==> src/rtl/mem_port_arbiter.sv <==
// Arbitrates the single-ported unified memory between the fetch port and the
// load/store port, tracks the fixed read latency and routes each response home.
module mem_port_arbiter #(
    parameter int unsigned LATENCY = 2,
    parameter int unsigned AW      = 32,
    parameter int unsigned CNT_W   = 16
) (
    input  logic             clk,
    input  logic             rst,
    input  logic             i_req,
    input  logic [AW-1:0]    i_addr,
    input  logic             i_flush,
    output logic             i_gnt,
    output logic             i_rvalid,
    output logic [31:0]      i_rdata,
    input  logic             d_req,
    input  logic             d_we,
    input  logic [AW-1:0]    d_addr,
    input  logic [31:0]      d_wdata,
    input  logic [3:0]       d_be,
    output logic             d_gnt,
    output logic             d_rvalid,
    output logic [31:0]      d_rdata,
    output logic             mem_en,
    output logic             mem_we,
    output logic [AW-1:0]    mem_addr,
    output logic [31:0]      mem_wdata,
    output logic [3:0]       mem_be,
    input  logic [31:0]      mem_rdata,
    output logic             busy,
    output logic [CNT_W-1:0] conflict_cnt
);

    typedef enum logic {ST_IDLE = 1'b0, ST_BUSY = 1'b1} state_t;
    typedef enum logic {OWN_I = 1'b0, OWN_D = 1'b1} owner_t;

    // BUSY lasts LATENCY-1 cycles; the counter counts down to the last one.
    localparam logic [3:0] CNT_INIT = (LATENCY > 1) ? 4'(LATENCY - 2) : 4'd0;

    state_t           r_state, w_state_nxt;
    owner_t           r_owner, w_owner_nxt;
    owner_t           r_last_owner, w_last_nxt;
    logic [3:0]       r_cnt, w_cnt_nxt;
    logic             r_done, w_done_nxt;
    logic             r_squash, w_squash_nxt;
    logic             r_we, w_we_nxt;
    logic [31:0]      r_i_rdata, r_d_rdata;
    logic [CNT_W-1:0] r_conflict;

    logic             w_idle, w_i_elig, w_d_elig, w_tie;
    logic             w_gnt_i, w_gnt_d, w_conflict;
    logic             w_i_rvalid, w_d_rvalid;
    logic [31:0]      w_d_resp;

    // Grants are combinational from registered state and are held off in reset.
    always_comb begin
        w_idle     = (r_state == ST_IDLE);
        w_i_elig   = w_idle & i_req & ~i_flush & rst;
        w_d_elig   = w_idle & d_req & rst;
        w_tie      = w_i_elig & w_d_elig;
        w_gnt_d    = w_d_elig & (~w_tie | (r_last_owner == OWN_I));
        w_gnt_i    = w_i_elig & (~w_tie | (r_last_owner == OWN_D));
        w_conflict = w_idle & i_req & d_req & ~i_flush;
    end

    always_comb begin
        w_state_nxt  = r_state;
        w_owner_nxt  = r_owner;
        w_last_nxt   = r_last_owner;
        w_cnt_nxt    = r_cnt;
        w_we_nxt     = r_we;
        w_done_nxt   = 1'b0;
        w_squash_nxt = r_done ? 1'b0 : r_squash;
        case (r_state)
            ST_IDLE: begin
                if (w_gnt_i | w_gnt_d) begin
                    w_owner_nxt = w_gnt_d ? OWN_D : OWN_I;
                    w_last_nxt  = w_gnt_d ? OWN_D : OWN_I;
                    w_we_nxt    = w_gnt_d & d_we;
                    if (LATENCY == 1) begin
                        w_done_nxt = 1'b1;
                    end else begin
                        w_state_nxt = ST_BUSY;
                        w_cnt_nxt   = CNT_INIT;
                    end
                end
            end
            ST_BUSY: begin
                if ((r_owner == OWN_I) && i_flush)
                    w_squash_nxt = 1'b1;
                if (r_cnt == '0) begin
                    w_state_nxt = ST_IDLE;
                    w_done_nxt  = 1'b1;
                end else begin
                    w_cnt_nxt = r_cnt - 4'd1;
                end
            end
            default: w_state_nxt = ST_IDLE;
        endcase
    end

    always_ff @(posedge clk or negedge rst) begin
        if (!rst) begin
            r_state      <= ST_IDLE;
            r_owner      <= OWN_I;
            r_last_owner <= OWN_I;
            r_cnt        <= '0;
            r_done       <= 1'b0;
            r_squash     <= 1'b0;
            r_we         <= 1'b0;
        end else begin
            r_state      <= w_state_nxt;
            r_owner      <= w_owner_nxt;
            r_last_owner <= w_last_nxt;
            r_cnt        <= w_cnt_nxt;
            r_done       <= w_done_nxt;
            r_squash     <= w_squash_nxt;
            r_we         <= w_we_nxt;
        end
    end

    // Response data passes straight through in the pulse cycle and is held after.
    always_comb begin
        w_i_rvalid = r_done & (r_owner == OWN_I) & ~r_squash;
        w_d_rvalid = r_done & (r_owner == OWN_D);
        w_d_resp   = r_we ? '0 : mem_rdata;
    end

    always_ff @(posedge clk or negedge rst) begin
        if (!rst) begin
            r_i_rdata  <= '0;
            r_d_rdata  <= '0;
            r_conflict <= '0;
        end else begin
            if (w_i_rvalid)
                r_i_rdata <= mem_rdata;
            if (w_d_rvalid)
                r_d_rdata <= w_d_resp;
            if (w_conflict && (r_conflict != '1))
                r_conflict <= r_conflict + 1'b1;
        end
    end

    always_comb begin
        i_gnt        = w_gnt_i;
        d_gnt        = w_gnt_d;
        mem_en       = w_gnt_i | w_gnt_d;
        mem_we       = w_gnt_d & d_we;
        mem_addr     = w_gnt_d ? d_addr : (w_gnt_i ? i_addr : '0);
        mem_wdata    = w_gnt_d ? d_wdata : '0;
        mem_be       = w_gnt_d ? d_be : (w_gnt_i ? 4'hF : 4'h0);
        i_rvalid     = w_i_rvalid;
        d_rvalid     = w_d_rvalid;
        i_rdata      = w_i_rvalid ? mem_rdata : r_i_rdata;
        d_rdata      = w_d_rvalid ? w_d_resp : r_d_rdata;
        busy         = (r_state == ST_BUSY);
        conflict_cnt = r_conflict;
    end

endmodule

==> config.mk <==
export PLATFORM = sky130hd
export DESIGN_NAME = mem_port_arbiter
export DESIGN_NICKNAME = d
export VERILOG_FILES = /design/src/rtl/mem_port_arbiter.sv
export SDC_FILE = /design/constraint.sdc
export NUM_CORES = 1
export LEC_CHECK = 0
export CAP_MARGIN = 40
export CELL_PAD_IN_SITES_DETAIL_PLACEMENT = 1
export CELL_PAD_IN_SITES_GLOBAL_PLACEMENT = 2
export CORE_MARGIN = 2
export CORE_UTILIZATION = 21
export DETAILED_ROUTE_END_ITERATION = 12
export MAX_ROUTING_LAYER = met4
export PLACE_DENSITY = 0.94
export SETUP_SLACK_MARGIN = 0.3
export SYNTH_ARGS = -nofsm -noshare
export SYNTH_HDL_FRONTEND = slang
export SYNTH_SLANG_ARGS = --single-unit
==> constraint.sdc <==
create_clock -name clk -period 2.7 [get_ports clk]
set_input_delay 0.27 -clock clk [delete_from_list [all_inputs] [get_ports clk]]
set_output_delay 0.27 -clock clk [all_outputs]
set_load 0.03 [all_outputs]
==> impl_metrics.ini, run 1 <==
[final_layout]
regArea_mm2 = 0.00223
synthToLayoutAreaGrowth_pct = 88.7
fin_cells = 963
antennaDiodeCount = 0
drive_gt1_frac = 0.218
nFillCells = 2245
fin_nets = 828
multi_input_area_mm2 = 0.00198

[setup_path]
crit_arrival_ps = 2070
critical_path_buf_inv_count = 3
path_cells = nor3_4 > buf_4 > clkbuf_16 > mux2_2 > dlygate4sd2_1
crit_path_start_kind = register
critPathKind = register to output port
max_stage_delay_ps = 470
crit_family = buffers and inverters
critPathRequiredTime_ps = 2430
cp_max_fo = 16
end_kind = output port
cp_slowest_cell = dfrtp_2

[drt]
vias = 4156
drtIter0Drc = 148
detail_route.wl_per_cell_um = 18.5
viasPerCell = 4.32
ant_nets = 0
drt_wl_total_mm = 17.8
drc = 0
drtPass1Iterations = 4

[logic_synthesis]
async_flop_share = 1.00
synth_ff_type = dfrtp_1
synth.avg_cell_area_um2 = 10.9
synth_nets = 535
netlist_instances = 395
ys_seq_elements = 89
yosysWarnings = 0
ys_types = 40
yosysTopAreaCell = dfrtp_1
netlist.area_leader.share = 0.517
yosysSeqAreaShare = 0.517
synth_enable_flop_cells = 0
synth_area_leaders = dfrtp_1, mux2_2, a22o_1
synth.cell_area_mm2 = 0.00431

[clock_network]
cts_tree = done
clock_sinks = 89
h-tree-depth = 3
clkLatencyLatePin_ps = 340
cts_made_buffers = 9
ctsLongestPathBuffers = 2
clock-root-buffer = clkbuf_16
clk_pin_slew_ps = 60

[floorplan]
die_w_um = 147
row_count = 52
die_area_mm2 = 0.0217
initial_core_util = 0.214
die_h_um = 147
core-area_mm2 = 0.0202
ios = 293

[sta]
slew_headroom = 0.523
min_period_over_period = 0.868
setup_tns_ps = 0
hold_violations = 0
rsz0062_at_grt = no
fin_ws_ps = 357
setup_viol = 0
tightest_slew_ps = 713
period_minus_slack_ps = 2340
fmax_mhz = 427
slew_violations = 0
clock_skew_ps = 9.99

[worst_hold_path]
hold_class = primary input to async pin

[global_routing]
grt_pass1_wl_mm = 26.4
grt_pass1_vias = 4442
antenna_found_initial = 0
grt_usage = 0.166
gr-total-overflow = 0
grt_max_degree = 70

[place]
io_buffers = 292
dp_hpwl_mm = 14.0
dp.cells = 942
gp_congestion = 0.840
pre_cts_ws_ps = 393

[run]
cap_viol_max_count = 0

[status]
status = completed

[power]
vdd_drop_max_uv = 318
p_leak_nw = 3.82
powerDensity_mw_per_mm2 = 943
==> synthesized netlist by cell type (3+ instances only) <==
| cell | n |
|---|---|
| a22o_1 | 33 |
| nand2b_1 | 33 |
| nor2_1 | 6 |
| a21o_1 | 5 |
| mux2_2 | 33 |
| o21ai_0 | 34 |
| and2_1 | 33 |
| xor2_1 | 14 |
| clkbuf_1 | 15 |
| buf_2 | 7 |
| nor3_1 | 3 |
| inv_1 | 7 |
| nand3_1 | 8 |
| dfrtp_1 | 89 |
| nand2_1 | 41 |
| nand4_1 | 3 |
==> placed cells by master, fill, tap and decap left out, types with 14 or more instances in the layout <==
master and n:
nand2b_1 33, mux2_2 33, clkdlybuf4s50_1 155, a22o_1 33
dlygate4sd2_1 60, buf_12 37, nand2_1 40, and2_1 33
dfrtp_1 88, buf_4 48, o21ai_0 34, xor2_1 14
==> routing by layer <==
layer	vias to the layer above	GRT usage	wire length (µm)
li1	1950	-	-
met1	2024	0.180	6850
met2	162	0.304	9770
met3	20	0.0317	830
met4	0	0.0529	365
met5	-	-	0
==> registers in the layout, indices dropped and copies added (netlist names) <==
| name | flops |
|---|---|
| r_i_rdata | 32 |
| conflict_cnt | 16 |
| r_we | 1 |
| r_squash | 1 |
| r_last_owner | 1 |
| r_d_rdata | 32 |
| busy | 1 |
| r_done | 1 |
| r_cnt | 4 |
==> final timing paths <==
kind | from | end | slack, ps | cells past startpoint
worst max-delay path | r_last_owner | i_rdata[1] | 360 | 5
worst min-delay path | rst | r_i_rdata[21] | 40 | 2
worst max register to register | conflict_cnt[0] | conflict_cnt[1] | 740 | 5
worst min register to register | r_d_rdata[25] | r_d_rdata[25] | 490 | 2
max in group asynchronous | rst | conflict_cnt[5] | 1680 | 2
min in group clk | r_d_rdata[25] | r_d_rdata[25] | 490 | 2
==> timing repair <==
action,in CTS,in global routing
cloned,0,2
hold endpoints to repair,14,0
hold buffers,1,0
pin swaps,0,1
gates resized for setup,62,5
endpoints found under the setup margin,62,34
buffers inserted,0,2
==> area by class of cell <==
type	count	share of cell area
clock buffers	9	0.0277
clock inverters	7	0.00861
inverters	7	0.00323
multi-input cells	275	0.243
flip-flops and latches	89	0.274
well taps	270	0.0415
repair buffers	306	0.402
==> per-stage QoR <==
step / hold slack, ps / power (mW) / util / area [µm²]
2_1_floorplan: -25.6 / 4.62 / - / 4310
5_1_grt: 63.0 / 8.10 / 0.403 / 8130
6_report: 41.3 / 7.67 / 0.403 / 8130
4_1_cts: 44.7 / 7.76 / 0.400 / 8060
3_3_place_gp: 142 / 6.71 / 0.387 / 7810
3_5_place_dp: 147 / 6.85 / 0.388 / 7830
==> cells by family after synthesis <==
kind of cell,count (synthesis),synth area share
simple gates,147,0.203
flops,89,0.517
compound gates,76,0.122
mux,34,0.0897
buf+inv,31,0.0302
xor+xnor,16,0.0325
fa+ha+maj,2,0.00580
==> where the power goes <==
part,switching (mW),total [mW],internal (mW)
Clock,0.550,1.27,0.718
Sequential,0.246,2.14,1.90
Combinational,2.60,4.26,1.65
Total,3.40,7.67,4.27
==> worst register-to-register path, stage by stage (launching register included) <==
cell	delay (ps)
dfrtp_1	420
ha_1	220
nand4_1	200
nor4_4	580
nor2_2	100
mux2_4	310
Note: power is estimated with default switching activity, not from simulation.
==> run 2, diff against run 1 <==
==> config.mk (replaced) <==
export PLATFORM = sky130hd
export DESIGN_NAME = mem_port_arbiter
export DESIGN_NICKNAME = d
export VERILOG_FILES = /design/src/rtl/mem_port_arbiter.sv
export SDC_FILE = /design/constraint.sdc
export NUM_CORES = 1
export LEC_CHECK = 0
export CAP_MARGIN = 40
export CELL_PAD_IN_SITES_DETAIL_PLACEMENT = 0
export CELL_PAD_IN_SITES_GLOBAL_PLACEMENT = 1
export CORE_UTILIZATION = 28
export DETAILED_ROUTE_END_ITERATION = 12
export MAX_ROUTING_LAYER = met4
export PLACE_DENSITY = 0.95
export SETUP_SLACK_MARGIN = 0.3
export SYNTH_ARGS = -nofsm -noshare
export SYNTH_HDL_FRONTEND = slang
export SYNTH_SLANG_ARGS = --single-unit
==> impl_metrics.ini, run 2 (synthesized netlist as in run 1, its figures left out) <==
[status]
status = completed

[global_routing]
grt_usage = 0.220
antenna_found_initial = 0
grt_max_degree = 66
grt_pass1_vias = 4358
gr-total-overflow = 0
grt_pass1_wl_mm = 25.4

[sta]
setup_viol = 0
fmax_mhz = 421
hold_violations = 0
min_period_over_period = 0.881
slew_headroom = 0.555
worst_hold_slack_ps = 22.9
tightest_slew_ps = 667
period_minus_slack_ps = 2380
slew_violations = 0
clock_skew_ps = 7.02
setup_tns_ps = 0
rsz0062_at_grt = yes

[clock_network]
clock_sinks = 89
clock-root-buffer = clkbuf_16
h-tree-depth = 3
ctsLongestPathBuffers = 2
clkLatencyLatePin_ps = 340
clk_pin_slew_ps = 60
cts_tree = done
cts_made_buffers = 9

[setup_path]
crit_path_start_kind = register
max_stage_delay_ps = 370
critical_path_buf_inv_count = 4
critPathRequiredTime_ps = 2430
crit_family = buffers and inverters
critPathKind = register to output port
cp_max_fo = 8
path_cells = inv_1 > nor3_4 > buf_12 > clkbuf_16 > mux2_2 > dlygate4sd2_1
end_kind = output port
cp_slowest_cell = dlygate4sd2_1
crit_arrival_ps = 2110

[floorplan]
die_w_um = 126
initial_core_util = 0.292
die_area_mm2 = 0.0159
die_h_um = 126
ios = 293
row_count = 44
core-area_mm2 = 0.0148

[final_layout]
layout_commonest_cell = clkdlybuf4s50_1
final_cell_mix = clkdlybuf4s50_1, dfrtp_1, dlygate4sd2_1, buf_12, nand2_1
drive_gt1_frac = 0.223
antennaDiodeCount = 0
synthToLayoutAreaGrowth_pct = 88.3
fin_nets = 830

[place]
dp_hpwl_mm = 13.6
gp_congestion = 0.987
io_buffers = 292

[drt]
vias = 4247
drt_wl_total_mm = 17.2
viasPerCell = 4.83
drtPass1Iterations = 4
ant_nets = 0
drtIter0Drc = 131
drc = 0
detail_route.wl_per_cell_um = 19.6

[run]
cap_viol_max_count = 0

[power]
vdd_drop_max_uv = 369
powerDensity_mw_per_mm2 = 956
p_leak_nw = 3.83

[worst_hold_path]
hold_class = primary input to async pin
==> run 2: area by class of cell <==
type,count,area [µm²]
Fill cell,1291,6640
Timing Repair Buffer,308,3340
Sequential cell,89,2230
Multi-Input combinational cell,275,1990
Clock buffer,10,239
Tap cell,184,230
Clock inverter,6,65.1
Inverter,7,26.3
==> run 2: metal layers <==
layer | wire [µm] | up-vias | GRT usage
li1 | - | 1953 | -
met1 | 6290 | 2043 | 0.229
met2 | 9200 | 213 | 0.395
met3 | 965 | 38 | 0.0416
met4 | 781 | 0 | 0.110
met5 | 0 | - | -
==> run 2: worst paths after layout <==
| kind | to | slack [ps] | from | cells past startpoint |
|---|---|---|---|---|
| worst min-delay path | r_d_rdata[18] | 20 | rst | 2 |
| max in group asynchronous | r_i_rdata[23] | 1630 | rst | 3 |
| worst max register to register | conflict_cnt[1] | 800 | conflict_cnt[0] | 5 |
| min in group clk | r_d_rdata[16] | 490 | r_d_rdata[16] | 2 |
| worst min register to register | r_d_rdata[16] | 490 | r_d_rdata[16] | 2 |
| worst max-delay path | i_rdata[16] | 320 | r_done | 6 |
==> run 2: what timing repair did <==
action | CTS | global route
pin swaps | 0 | 1
setup endpoints to repair | 75 | 47
hold buffers | 0 | 0
gates resized for setup | 72 | 32
setup buffers | 2 | 1
cloned | 0 | 3
==> run 2: report_power, final <==
group | leakage [nW] | switching (mW) | total (mW) | internal, mW
logic | 2.54 | 2.62 | 4.35 | 1.74
clock network | 0.149 | 0.524 | 1.27 | 0.744
registers | 1.13 | 0.239 | 2.14 | 1.90
==> run 2: metrics by stage <==
step                      setup slack (ps)  utilization  area (µm²)  std cells  total power [mW]
after CTS                              322        0.546        8060        875              7.80
after global routing                   264        0.550        8120        879              8.17
after global placement                 353        0.531        7830        857              6.76
after detailed placement               330        0.531        7830        857              6.90
final                                  322        0.550        8120        879              7.76
after floorplan                        541            -        4310        395              4.62
==> run 3, diff against run 2 <==
--- a/config.mk
+++ b/config.mk
@@ -8,11 +8,12 @@
 export CAP_MARGIN = 40
 export CELL_PAD_IN_SITES_DETAIL_PLACEMENT = 0
 export CELL_PAD_IN_SITES_GLOBAL_PLACEMENT = 1
+export CORE_ASPECT_RATIO = 1.25
 export CORE_UTILIZATION = 28
+export CTS_BUF_LIST = sky130_fd_sc_hd__clkbuf_8
 export DETAILED_ROUTE_END_ITERATION = 12
 export MAX_ROUTING_LAYER = met4
 export PLACE_DENSITY = 0.95
-export SETUP_SLACK_MARGIN = 0.3
 export SYNTH_ARGS = -nofsm -noshare
 export SYNTH_HDL_FRONTEND = slang
 export SYNTH_SLANG_ARGS = --single-unit
==> impl_metrics.ini, run 3 (synthesized netlist as in run 1, its figures left out) <==
[final_layout]
final_cell_mix = clkdlybuf4s50_1, dfrtp_1, buf_12, nand2_1, buf_4
drive_gt1_frac = 0.206
synthToLayoutAreaGrowth_pct = 87.8
layout_commonest_cell = clkdlybuf4s50_1
fin_nets = 826
fin_cells = 873

[sta]
hold_violations = 0
setup_tns_ps = 0
clock_skew_ps = 11.1
min_period_over_period = 0.976
slew_headroom = 0.452
rsz0062_at_grt = no
fmax_mhz = 379
period_minus_slack_ps = 2640
slew_violations = 0
tightest_slew_ps = 822
setup_viol = 0

[clock_network]
clk_pin_slew_ps = 90
cts_made_buffers = 9
clock_sinks = 89
cts_tree = done
ctsLongestPathBuffers = 2
h-tree-depth = 3
clock-root-buffer = clkbuf_8
post-cts-setup-buffer-count = 0
clkLatencyLatePin_ps = 360

[power]
powerDensity_mw_per_mm2 = 956
vdd_drop_max_uv = 379
p_leak_nw = 3.67

[global_routing]
grt_max_degree = 66
grt_pass1_vias = 4489
grt_usage = 0.247
antenna_found_initial = 5
gr-total-overflow = 0
grt_pass1_wl_mm = 27.7

[setup_path]
crit_path_start_kind = register
critPathKind = register to output port
crit_arrival_ps = 2370
cp_max_fo = 33
critPathRequiredTime_ps = 2430
end_kind = output port

[floorplan]
initial_core_util = 0.287
die_w_um = 113
row_count = 50
die_area_mm2 = 0.0159
die_h_um = 141
ios = 293
core-area_mm2 = 0.0150

[drt]
detail_route.wl_per_cell_um = 21.8
viasPerCell = 4.91
vias = 4286
drt_wl_total_mm = 19.0
drtPass1Iterations = 4
drtIter0Drc = 290
ant_nets = 0
drc = 0

[place]
gp_congestion = 0.846
io_buffers = 292
dp.cells = 856
dp_hpwl_mm = 16.1

[status]
status = completed

[run]
cap_viol_max_count = 0

[worst_hold_path]
hold_class = primary input to async pin
run 3: cell count changes in the layout (fill, tap and decap cells not counted), sizes merged:
cell           previous run  this run
clkinv                    3         2
bufinv                    1         2
clkdlybuf4s15             9         0
dlygate4sd2              53         0
diode                     0         2
clkdlybuf4s50           156       215
clkinvlp                  1         0
dlymetal6s2s              0         5
buf                      78        83
dlygate4sd3               0         1
clkbuf                   22         9
run 3: final timing paths:
path | start | to | slack [ps] | cells past startpoint
hold reg to reg | r_d_rdata[21] | r_d_rdata[21] | 500 | 2
hold / removal | rst | conflict_cnt[7] | 470 | 3
min in group clk | r_d_rdata[21] | r_d_rdata[21] | 500 | 2
max in group asynchronous | rst | r_i_rdata[29] | 1080 | 4
setup reg to reg | conflict_cnt[0] | conflict_cnt[1] | 760 | 5
setup / recovery | r_last_owner | i_rdata[10] | 60 | 4
run 3: worst max-delay path: stages (launching register included):
cell and delay [ps]:
dfrtp_1 490, nor3_4 260, buf_12 230, mux2_2 380
clkdlybuf4s50_1 600
run 3: power by group:
group	switching (mW)	internal, mW	leakage (nW)
Combinational	2.59	2.03	2.42
Sequential	0.264	1.89	1.13
Clock	0.464	0.505	0.106
Total	3.31	4.43	3.67
run 3: area by class of cell:
class / count / area, µm²
fill: 1303 / 6920
inverter: 7 / 26.3
antenna: 2 / 5.00
clock buffer: 9 / 124
clock inverter: 5 / 73.8
sequential: 89 / 2230
tap: 182 / 228
timing repair buffer: 304 / 3430
multi-input combinational: 275 / 1980
run 3: metal layers:
layer,track usage,vias to the layer above,share of wire
li1,-,1946,-
met1,0.277,2083,0.38
met2,0.419,234,0.50
met3,0.0696,23,0.096
met4,0.0852,0,0.025
met5,-,-,0
run 3: timing repair:
| action | 4_1_cts | 5_1_grt |
|---|---|---|
| setup endpoints to repair | 0 | 5 |
| hold buffers | 1 | 0 |
| hold endpoints to repair | 24 | 0 |
| gates resized for setup | 0 | 5 |
run 3: stage by stage:
step | util | setup WS (ps) | area (µm²) | hold slack, ps | total power [mW]
2_1_floorplan | - | 541 | 4310 | -25.6 | 4.62
3_3_place_gp | 0.523 | 368 | 7860 | 299 | 6.69
3_5_place_dp | 0.524 | 389 | 7870 | 313 | 6.82
4_1_cts | 0.538 | 26.1 | 8080 | 455 | 7.80
5_1_grt | 0.539 | 0.0526 | 8100 | 478 | 8.09
6_report | 0.539 | 64.7 | 8100 | 467 | 7.74
